<file path="src/rtl/mdu_pkg.sv">
// Shared definitions for the iterative multiply/divide unit.
package mdu_pkg;

  // Operation select. Bit 0 marks a signed op, bit 1 marks a divide.
  typedef enum logic [1:0] {
    OP_MULTU = 2'b00,
    OP_MULT  = 2'b01,
    OP_DIVU  = 2'b10,
    OP_DIV   = 2'b11
  } op_e;

  typedef enum logic [1:0] {
    S_IDLE = 2'b00,
    S_CALC = 2'b01,
    S_FIX  = 2'b10
  } state_e;

  // Iteration counter width: enough to count 0..width-1.
  function automatic int cnt_width(input int width);
    return (width < 2) ? 1 : $clog2(width);
  endfunction

endpackage

</file>
<file path="src/rtl/mdu_abs.sv">
// Operand magnitude/sign extraction for signed or unsigned operations.
module mdu_abs #(
  parameter int WIDTH = 32
) (
  input  logic [WIDTH-1:0] value,
  input  logic             is_signed,
  output logic [WIDTH-1:0] mag,
  output logic             neg
);

  // Negative only when treated as signed; -2^(WIDTH-1) maps to itself, which
  // is the correct unsigned magnitude.
  always_comb begin
    neg = is_signed & value[WIDTH-1];
    mag = neg ? -value : value;
  end

endmodule

</file>
<file path="src/rtl/mul_div_unit.sv">
// Iterative MULT/MULTU/DIV/DIVU unit with HI/LO result registers.
// Handshake: start is sampled only while idle (busy = 0); busy stays high from
// the accepting edge until the result edge; done pulses for one cycle with
// hi/lo valid and a new start is accepted in that same cycle.
import mdu_pkg::*;

module mul_div_unit #(
  parameter int WIDTH = 32
) (
  input  logic             clock,
  input  logic             reset,
  input  logic             start,
  input  logic [1:0]       op,
  input  logic [WIDTH-1:0] inA,
  input  logic [WIDTH-1:0] inB,
  input  logic             hi_wen,
  input  logic             lo_wen,
  input  logic [WIDTH-1:0] wd,
  output logic             busy,
  output logic             done,
  output logic             div_by_zero,
  output logic [WIDTH-1:0] hi,
  output logic [WIDTH-1:0] lo
);

  localparam int CW = cnt_width(WIDTH);
  localparam logic [CW-1:0] CNT_LAST = CW'(WIDTH - 1);

  state_e           state, state_next;
  logic [CW-1:0]    cnt;
  logic [WIDTH-1:0] acc_hi, acc_lo, opnd_b;
  logic             is_div_r, neg_res, neg_rem;

  logic             in_signed, in_div, in_b_zero;
  logic [WIDTH-1:0] mag_a, mag_b;
  logic             sign_a, sign_b;

  logic [WIDTH:0]     mul_sum, div_shift, div_diff;
  logic [WIDTH-1:0]   iter_hi, iter_lo, fix_hi, fix_lo;
  logic [2*WIDTH-1:0] prod_fix;

  assign in_signed = (op == OP_MULT) || (op == OP_DIV);
  assign in_div    = (op == OP_DIVU) || (op == OP_DIV);
  assign in_b_zero = (inB == '0);

  mdu_abs #(.WIDTH(WIDTH)) u_abs_a (
    .value    (inA),
    .is_signed(in_signed),
    .mag      (mag_a),
    .neg      (sign_a)
  );

  mdu_abs #(.WIDTH(WIDTH)) u_abs_b (
    .value    (inB),
    .is_signed(in_signed),
    .mag      (mag_b),
    .neg      (sign_b)
  );

  // State register.
  always_ff @(posedge clock or posedge reset) begin
    if (reset) state <= S_IDLE;
    else       state <= state_next;
  end

  // Next-state: divide by zero skips the iterations entirely.
  always_comb begin
    state_next = state;
    case (state)
      S_IDLE:  if (start) state_next = (in_div && in_b_zero) ? S_FIX : S_CALC;
      S_CALC:  if (cnt == CNT_LAST) state_next = S_FIX;
      S_FIX:   state_next = S_IDLE;
      default: state_next = S_IDLE;
    endcase
  end

  // One shift-add or restoring-divide step on the internal {acc_hi, acc_lo}.
  always_comb begin
    mul_sum   = {1'b0, acc_hi} + (acc_lo[0] ? {1'b0, opnd_b} : '0);
    div_shift = {acc_hi, acc_lo[WIDTH-1]};
    div_diff  = div_shift - {1'b0, opnd_b};
    if (is_div_r) begin
      if (!div_diff[WIDTH]) begin
        iter_hi = div_diff[WIDTH-1:0];
        iter_lo = {acc_lo[WIDTH-2:0], 1'b1};
      end else begin
        iter_hi = div_shift[WIDTH-1:0];
        iter_lo = {acc_lo[WIDTH-2:0], 1'b0};
      end
    end else begin
      iter_hi = mul_sum[WIDTH:1];
      iter_lo = {mul_sum[0], acc_lo[WIDTH-1:1]};
    end
  end

  // Sign fix-up of the raw magnitude result; divide by zero keeps the raw
  // dividend (parked in acc_hi) and an all-ones quotient.
  always_comb begin
    prod_fix = neg_res ? -{acc_hi, acc_lo} : {acc_hi, acc_lo};
    if (div_by_zero) begin
      fix_hi = acc_hi;
      fix_lo = '1;
    end else if (is_div_r) begin
      fix_hi = neg_rem ? -acc_hi : acc_hi;
      fix_lo = neg_res ? -acc_lo : acc_lo;
    end else begin
      fix_hi = prod_fix[2*WIDTH-1:WIDTH];
      fix_lo = prod_fix[WIDTH-1:0];
    end
  end

  // Datapath, handshake outputs and HI/LO registers.
  always_ff @(posedge clock or posedge reset) begin
    if (reset) begin
      cnt         <= '0;
      acc_hi      <= '0;
      acc_lo      <= '0;
      opnd_b      <= '0;
      is_div_r    <= 1'b0;
      neg_res     <= 1'b0;
      neg_rem     <= 1'b0;
      busy        <= 1'b0;
      done        <= 1'b0;
      div_by_zero <= 1'b0;
      hi          <= '0;
      lo          <= '0;
    end else begin
      done <= 1'b0;
      case (state)
        S_IDLE: begin
          if (start) begin
            cnt         <= '0;
            acc_hi      <= (in_div && in_b_zero) ? inA : '0;
            acc_lo      <= mag_a;
            opnd_b      <= mag_b;
            is_div_r    <= in_div;
            neg_res     <= sign_a ^ sign_b;
            neg_rem     <= sign_a;
            div_by_zero <= in_div && in_b_zero;
            busy        <= 1'b1;
          end else begin
            if (hi_wen) hi <= wd;
            if (lo_wen) lo <= wd;
          end
        end
        S_CALC: begin
          acc_hi <= iter_hi;
          acc_lo <= iter_lo;
          cnt    <= (cnt == CNT_LAST) ? '0 : cnt + CW'(1);
        end
        S_FIX: begin
          hi   <= fix_hi;
          lo   <= fix_lo;
          busy <= 1'b0;
          done <= 1'b1;
        end
        default: busy <= 1'b0;
      endcase
    end
  end

endmodule

</file>
<file path="config.mk">
export PLATFORM = sky130hd
export DESIGN_NAME = mul_div_unit
export DESIGN_NICKNAME = d
export VERILOG_FILES = /design/src/rtl/mdu_pkg.sv /design/src/rtl/mdu_abs.sv /design/src/rtl/mul_div_unit.sv
export SDC_FILE = /design/constraint.sdc
export NUM_CORES = 1
export LEC_CHECK = 0
export ABC_AREA = 1
export CORE_ASPECT_RATIO = 0.8
export CORE_MARGIN = 8
export CORE_UTILIZATION = 60
export CTS_CLUSTER_SIZE = 20
export DETAILED_ROUTE_END_ITERATION = 8
export PLACE_DENSITY = 0.87
export SLEW_MARGIN = 0
export SYNTH_ARGS = -nofsm -noshare
export SYNTH_HDL_FRONTEND = slang
export SYNTH_SLANG_ARGS = --single-unit
export TNS_END_PERCENT = 100
</file>
<file path="constraint.sdc">
create_clock -name clock -period 11.7 [get_ports clock]
set_input_delay 1.17 -clock clock [delete_from_list [all_inputs] [get_ports clock]]
set_output_delay 1.17 -clock clock [all_outputs]
set_load 0.005 [all_outputs]
</file>
Yosys cells after proc, flatten, opt, wreduce, memory -nomap -nowiden
Cells that the tools add are included.
{ "word_totals": {"wordCells": 84, "reg_bits": 173, "inputBits": 103} }
{ "op_classes": {"mux": 35, "n_eq_ne": 11, "n_addsub": 8, "bitwise_logic": 4, "n_reduce_logical": 13} }
{ "op_table": {"columns": ["operator", "n"], "rows": [
  ["two-way mux 32 bit", 19],
  ["case mux 32 bit (2 select lines)", 4],
  ["negation 32 bit", 4],
  ["two-way mux 64 bit", 1],
  ["negation 64 bit", 1],
  ["adder 32 x 32 -> 33 bit", 1],
  ["subtractor 33 x 32 -> 33 bit", 1],
  ["logical NOT 32 bit", 1],
  ["two-way mux 5 bit", 2],
  ["inequality test 2 bit (second input constant)", 5],
  ["case mux 5 bit (2 select lines)", 1],
  ["AND reduction 2 bit", 4],
  ["== test 2 bit (second input constant)", 3],
  ["two-way mux 2 bit", 3],
  ["AND reduction 3 bit", 2],
  ["adder 5 x 1 -> 5 bit (second input constant)", 1],
  ["== test 5 bit (second input constant)", 1],
  ["== test 2 x 1 -> 1 bit (second input constant)", 2],
  ["case mux 2 bit (2 select lines)", 1],
  ["nonzero test 2 bit", 2],
  ["two-way mux 1 bit", 3],
  ["bitwise AND 1 bit", 2],
  ["logical NOT 2 bit", 1],
  ["logical OR 1 bit", 2],
  ["4 further kinds", 4]
]} }

Logic depth before layout (Yosys ltp)
{ "depth": {"ltp_word": 6, "ltp_mapped": 20, "depth_no_buf": 20} }

Hierarchy
Synthesis repeated with hierarchy kept, for this count alone.
{ "hier_totals": {"cells_unflattened": 3319, "area_unflattened_um2": 18670.4} }
{ "by_module_without_submodules": {"columns": ["mod", "seq_area_each_um2", "n_inst", "cells_per_inst", "area_per_inst_um2"], "rows": [
  ["mul_div_unit", 4329.2, 1, 2863, 16580.9],
  ["mdu_abs", 0.0, 2, 228, 1044.8]
]} }

Worst setup path before layout
Ideal clock, no wire load.
{ "synth_timing": {"kind": "input -> register", "from": "input port inB[1]", "to": "register opnd_b[26]", "stages": 15, "setup_slack_ns": 9.004, "setup_ns": 0.132, "arrival_time_ns": 2.564, "path_cell_list": "inv_1 -> ha_1 -> inv_1 -> nor3_2 -> inv_1 -> nor2_2 -> nand3_1 -> nor3_1 -> nand2_1 -> nor2_1 -> nand2_1 -> nand2_1 -> nand2_1 -> nand3_1 -> o21ai_0"} }
{ "synth_via": {"elab_chain_len": 2} }
{ "synth_rtl": {"columns": ["item", "line", "source"], "rows": [
  ["start: declaration", "mul_div_unit.sv:15", "input logic [WIDTH-1:0] inB,"],
  ["negation 32 bit", "mdu_abs.sv:15", "mag = neg ? -value : value;"],
  ["two-way mux 32 bit", "mdu_abs.sv:15", null],
  ["end signal: assignment", "mul_div_unit.sv:135", "opnd_b <= mag_b;"],
  ["end: declaration", "mul_div_unit.sv:31", "logic [WIDTH-1:0] acc_hi, acc_lo, opnd_b;"]
]} }
Every way passes these cells.
A chain may end at the register's enable or synchronous reset.

Worst setup path in the final report
{ "layout_timing": {"from": "input port start", "to": "register acc_hi[19]"} }
{ "layout_via": {"elab_chain_len": 2} }
{ "layout_rtl": {"columns": ["item", "line", "source"], "rows": [
  ["start: declaration", "mul_div_unit.sv:12", "input logic start,"],
  ["inequality test 2 bit (no source line)", null, null],
  ["AND reduction 2 bit (no source line)", null, null],
  ["end signal: assignment", "mul_div_unit.sv:133", "acc_hi <= (in_div && in_b_zero) ? inA : '0;"],
  ["end signal: assignment", "mul_div_unit.sv:147", "acc_hi <= iter_hi;"],
  ["end: declaration", "mul_div_unit.sv:31", null]
]} }
Every way passes these cells.

==> flow_summary.yaml <==
route:
  vias_per_cell: 6.20
  antenna_left: 0
  drt_iter0_drc: 3618
  drt-pass1-iter-count: 9
  dr_wl_met2_um: 29600
  totalWireLength_um: 72400
  wl_met3_um: 12100
  wl_met1_um: 28700
  wl_per_cell_um: 20.4
  dr.max_layer_used: "met5"
  post-route-drc-count: 11
  vias: 22000
sta:
  tightest_slew_ns: 1.29
  skew_ns: 0.0137
  relSlewSlack_pct: 12.8
  rsz0062_at_grt: "no"
  timing.fmax_mhz: 223
  maxSlewViolCount: 0
  setup_viol: 0
  hold_violations: 0
  tns_ns: 0
  fin_crit_sh_pct: 38.2
  min_period_ns: 4.47
clock_tree:
  clk_pin_slew_worst_paths_ns: 0.07
  h-tree-depth: 4
  clkLatencyLatePin_ns: 0.45
  postCtsSetupRepairBufs: 0
  cts_buffers: 17
  clockRootBuffer: "clkbuf_16"
  post_cts_resized: 0
  holdBufCountCts: 0
  cts_tree: "yes"
  clk_path_buf_depth: 2
  clock-sinks: 173
min_path:
  holdCritPathClass: "register to register"
  min_from: "busy$_DFFE_PP0P_"
  hold_path_depth: 2
worst_setup_path:
  cp.depth: 9
  crit_top_cell: "inv_1"
  rr_startpoint: "state[1]$_DFFE_PP0P_"
  crit_slowest_cell: "nor2_4"
  crit_start: "start"
  critPathBufInv: 5
  crit_chain: "clkdlybuf4s50_1, nand2_2, inv_1, nor2_4, clkinv_1, buf_4, o22ai_1, inv_1, nand2_1"
  slowest_delay_ns: 1.09
  critical_path_class: "input pin to register"
  crit_fanout: 52
  critical_path.top_delay_family: "buffers and inverters"
  reg2reg_depth: 9
  start_kind: "input pin"
  end_kind: "register"
  crit_arrival_ns: 4.85
  worst_ep_required_time_ns: 12.08
floorplan:
  io_pins: 170
  rows: 56
  floorplan.initialDensity_pct: 61.1
  die_area_um2: 35700
  die_h_um: 171
  core_area_um2: 29400
  die_w_um: 209
cells_and_area:
  fillers: 2688
  syn2layout_area_growth_pct: 13.0
  fin_nets: 3340
  final_common_cell: "nand2_1"
  final_area_um2: 20300
  final_cell_mix: "nand2_1, inv_1, nor2_1"
  drive_above_1_share_pct: 4.25
  final_util_pct: 69.0
synthesis:
  avgSynthCellArea_um2: 5.84
  synthFlopType: "dfrtp_1"
  synth_cell_types: 54
  ys_seq_elements: 173
  syn-num-nets: 3244
  synth_area_um2: 17900
  yosysWarnings: 0
  synthCells: 3069
  async_reset_ff_share_pct: 100
  yosysSeqAreaShare_pct: 24.1
  synth_edf_count: 0
run:
  cap_violations: 0
run_status:
  violations: "DRC"
  status: "finished with violations"
pwr:
  vdd_ir_drop_max_mv: 0.334
  leakagePower_nw: 10.5
  design_power_total_mw: 6.37
  power_density_nw_per_um2: 314
global_routing:
  grt_first_pass_wirelength_um: 110000
  grt_pass1_vias: 19700
  grt_use_total_pct: 39.3
  grt_overflow_total: 0
  antenna_found_initial: 1
  grt_max_degree: 98
placed_design:
  place.gp.congestion: 1.07
  hpwl_um: 57100
  placed_area_um2: 19700
  io_buffers: 169
-- kinds of logic after synthesis --
logic type	share of synthesized area [%]
AOI/OAI and AO/OA	15.8
xor gates and xnor gates	1.86
adders and majority gates	5.11
buffers and inverters	12.8
DFF	24.1
muxes	0.168
and+or+nand+nor	40.1
-- metrics by stage --
step           setup slack [ns]  instances  hold WS (ns)
2_1_floorplan              5.84       3069         0.453
3_3_place_gp               7.01       3523         0.470
3_5_place_dp               6.86       3523         0.471
4_1_cts                    7.32       3555         0.497
5_1_grt                    6.94       3555         0.518
6_report                   7.23       3556         0.491
-- power by group --
part / internal, mW / switching [mW] / total [mW]
Sequential: 0.892 / 0.376 / 1.27
Clock: 0.280 / 0.276 / 0.557
Combinational: 1.49 / 3.05 / 4.54
Total: 2.66 / 3.71 / 6.37
-- worst register-to-register path, cell delays in order, from the launching register on --
cell and delay, ns:
dfrtp_1 0.46, nor2_1 0.08, nand2_2 0.51, inv_1 0.66
nor2_4 1.10, clkinv_1 0.19, buf_4 0.37, o22ai_1 0.26
inv_1 0.08, nand2_1 0.08
-- worst paths after layout --
path,end,slack (ns)
worst max register to register,acc_hi[19]$_DFFE_PP0P_,7.87
min in group asynchronous,lo[14]$_DFFE_PP0P_,1.24
worst min-delay path,busy$_DFFE_PP0P_,0.49
worst min register to register,busy$_DFFE_PP0P_,0.49
max in group asynchronous,acc_lo[28]$_DFFE_PP0P_,8.83
worst max-delay path,acc_hi[19]$_DFFE_PP0P_,7.23
-- layer usage --
layer	track usage, %	vias up
met3	15.9	178
met1	53.5	10200
met5	0	-
met2	57.3	1628
met4	9.73	2
li1	-	10100
-- flip-flops by register name, indices dropped and copies added (netlist names) --
name / cells
acc_hi: 32
acc_lo: 32
hi: 32
lo: 32
opnd_b: 32
cnt: 5
state: 2
busy: 1
div_by_zero: 1
done: 1
is_div_r: 1
neg_rem: 1
neg_res: 1
-- final cells by class --
cell class | instances | area (µm²) | share of cell area, %
multi-input combinational | 2309 | 11300 | 55.9
tap | 377 | 472 | 2.33
clock buffer | 21 | 450 | 2.22
clock inverter | 11 | 87.6 | 0.432
antenna | 1 | 2.50 | 0.0124
timing repair buffer | 181 | 1780 | 8.79
inverter | 483 | 1820 | 8.98
sequential | 173 | 4330 | 21.4
-- cell usage after synthesis (all sizes together) (2+ instances only) --
library cell	instances	area share, %
inv	481	10
o21a	6	0.25
o2111ai	3	0.15
nor4	11	0.38
dfrtp	173	24
nor2	293	6.3
mux2i	3	0.17
buf	38	1.3
o22ai	29	1.0
clkbuf	66	1.4
a21oi	187	5.3
nand3	292	8.6
and2	3	0.10
o31ai	9	0.38
fa	2	0.22
o211ai	15	0.63
and3	3	0.10
clkinv	2	0.049
a21o	3	0.13
a32oi	3	0.15
o21bai	15	0.63
nand4	33	1.2
o21ai	211	6.0
nand3b	13	0.54
nand2	976	21
xor2	27	1.3
a31oi	19	0.66
or2	9	0.31
nor3	52	1.6
a21boi	5	0.21
xnor2	11	0.54
ha	70	4.9
a22oi	2	0.084
Note: power is estimated with default switching activity, not from simulation.
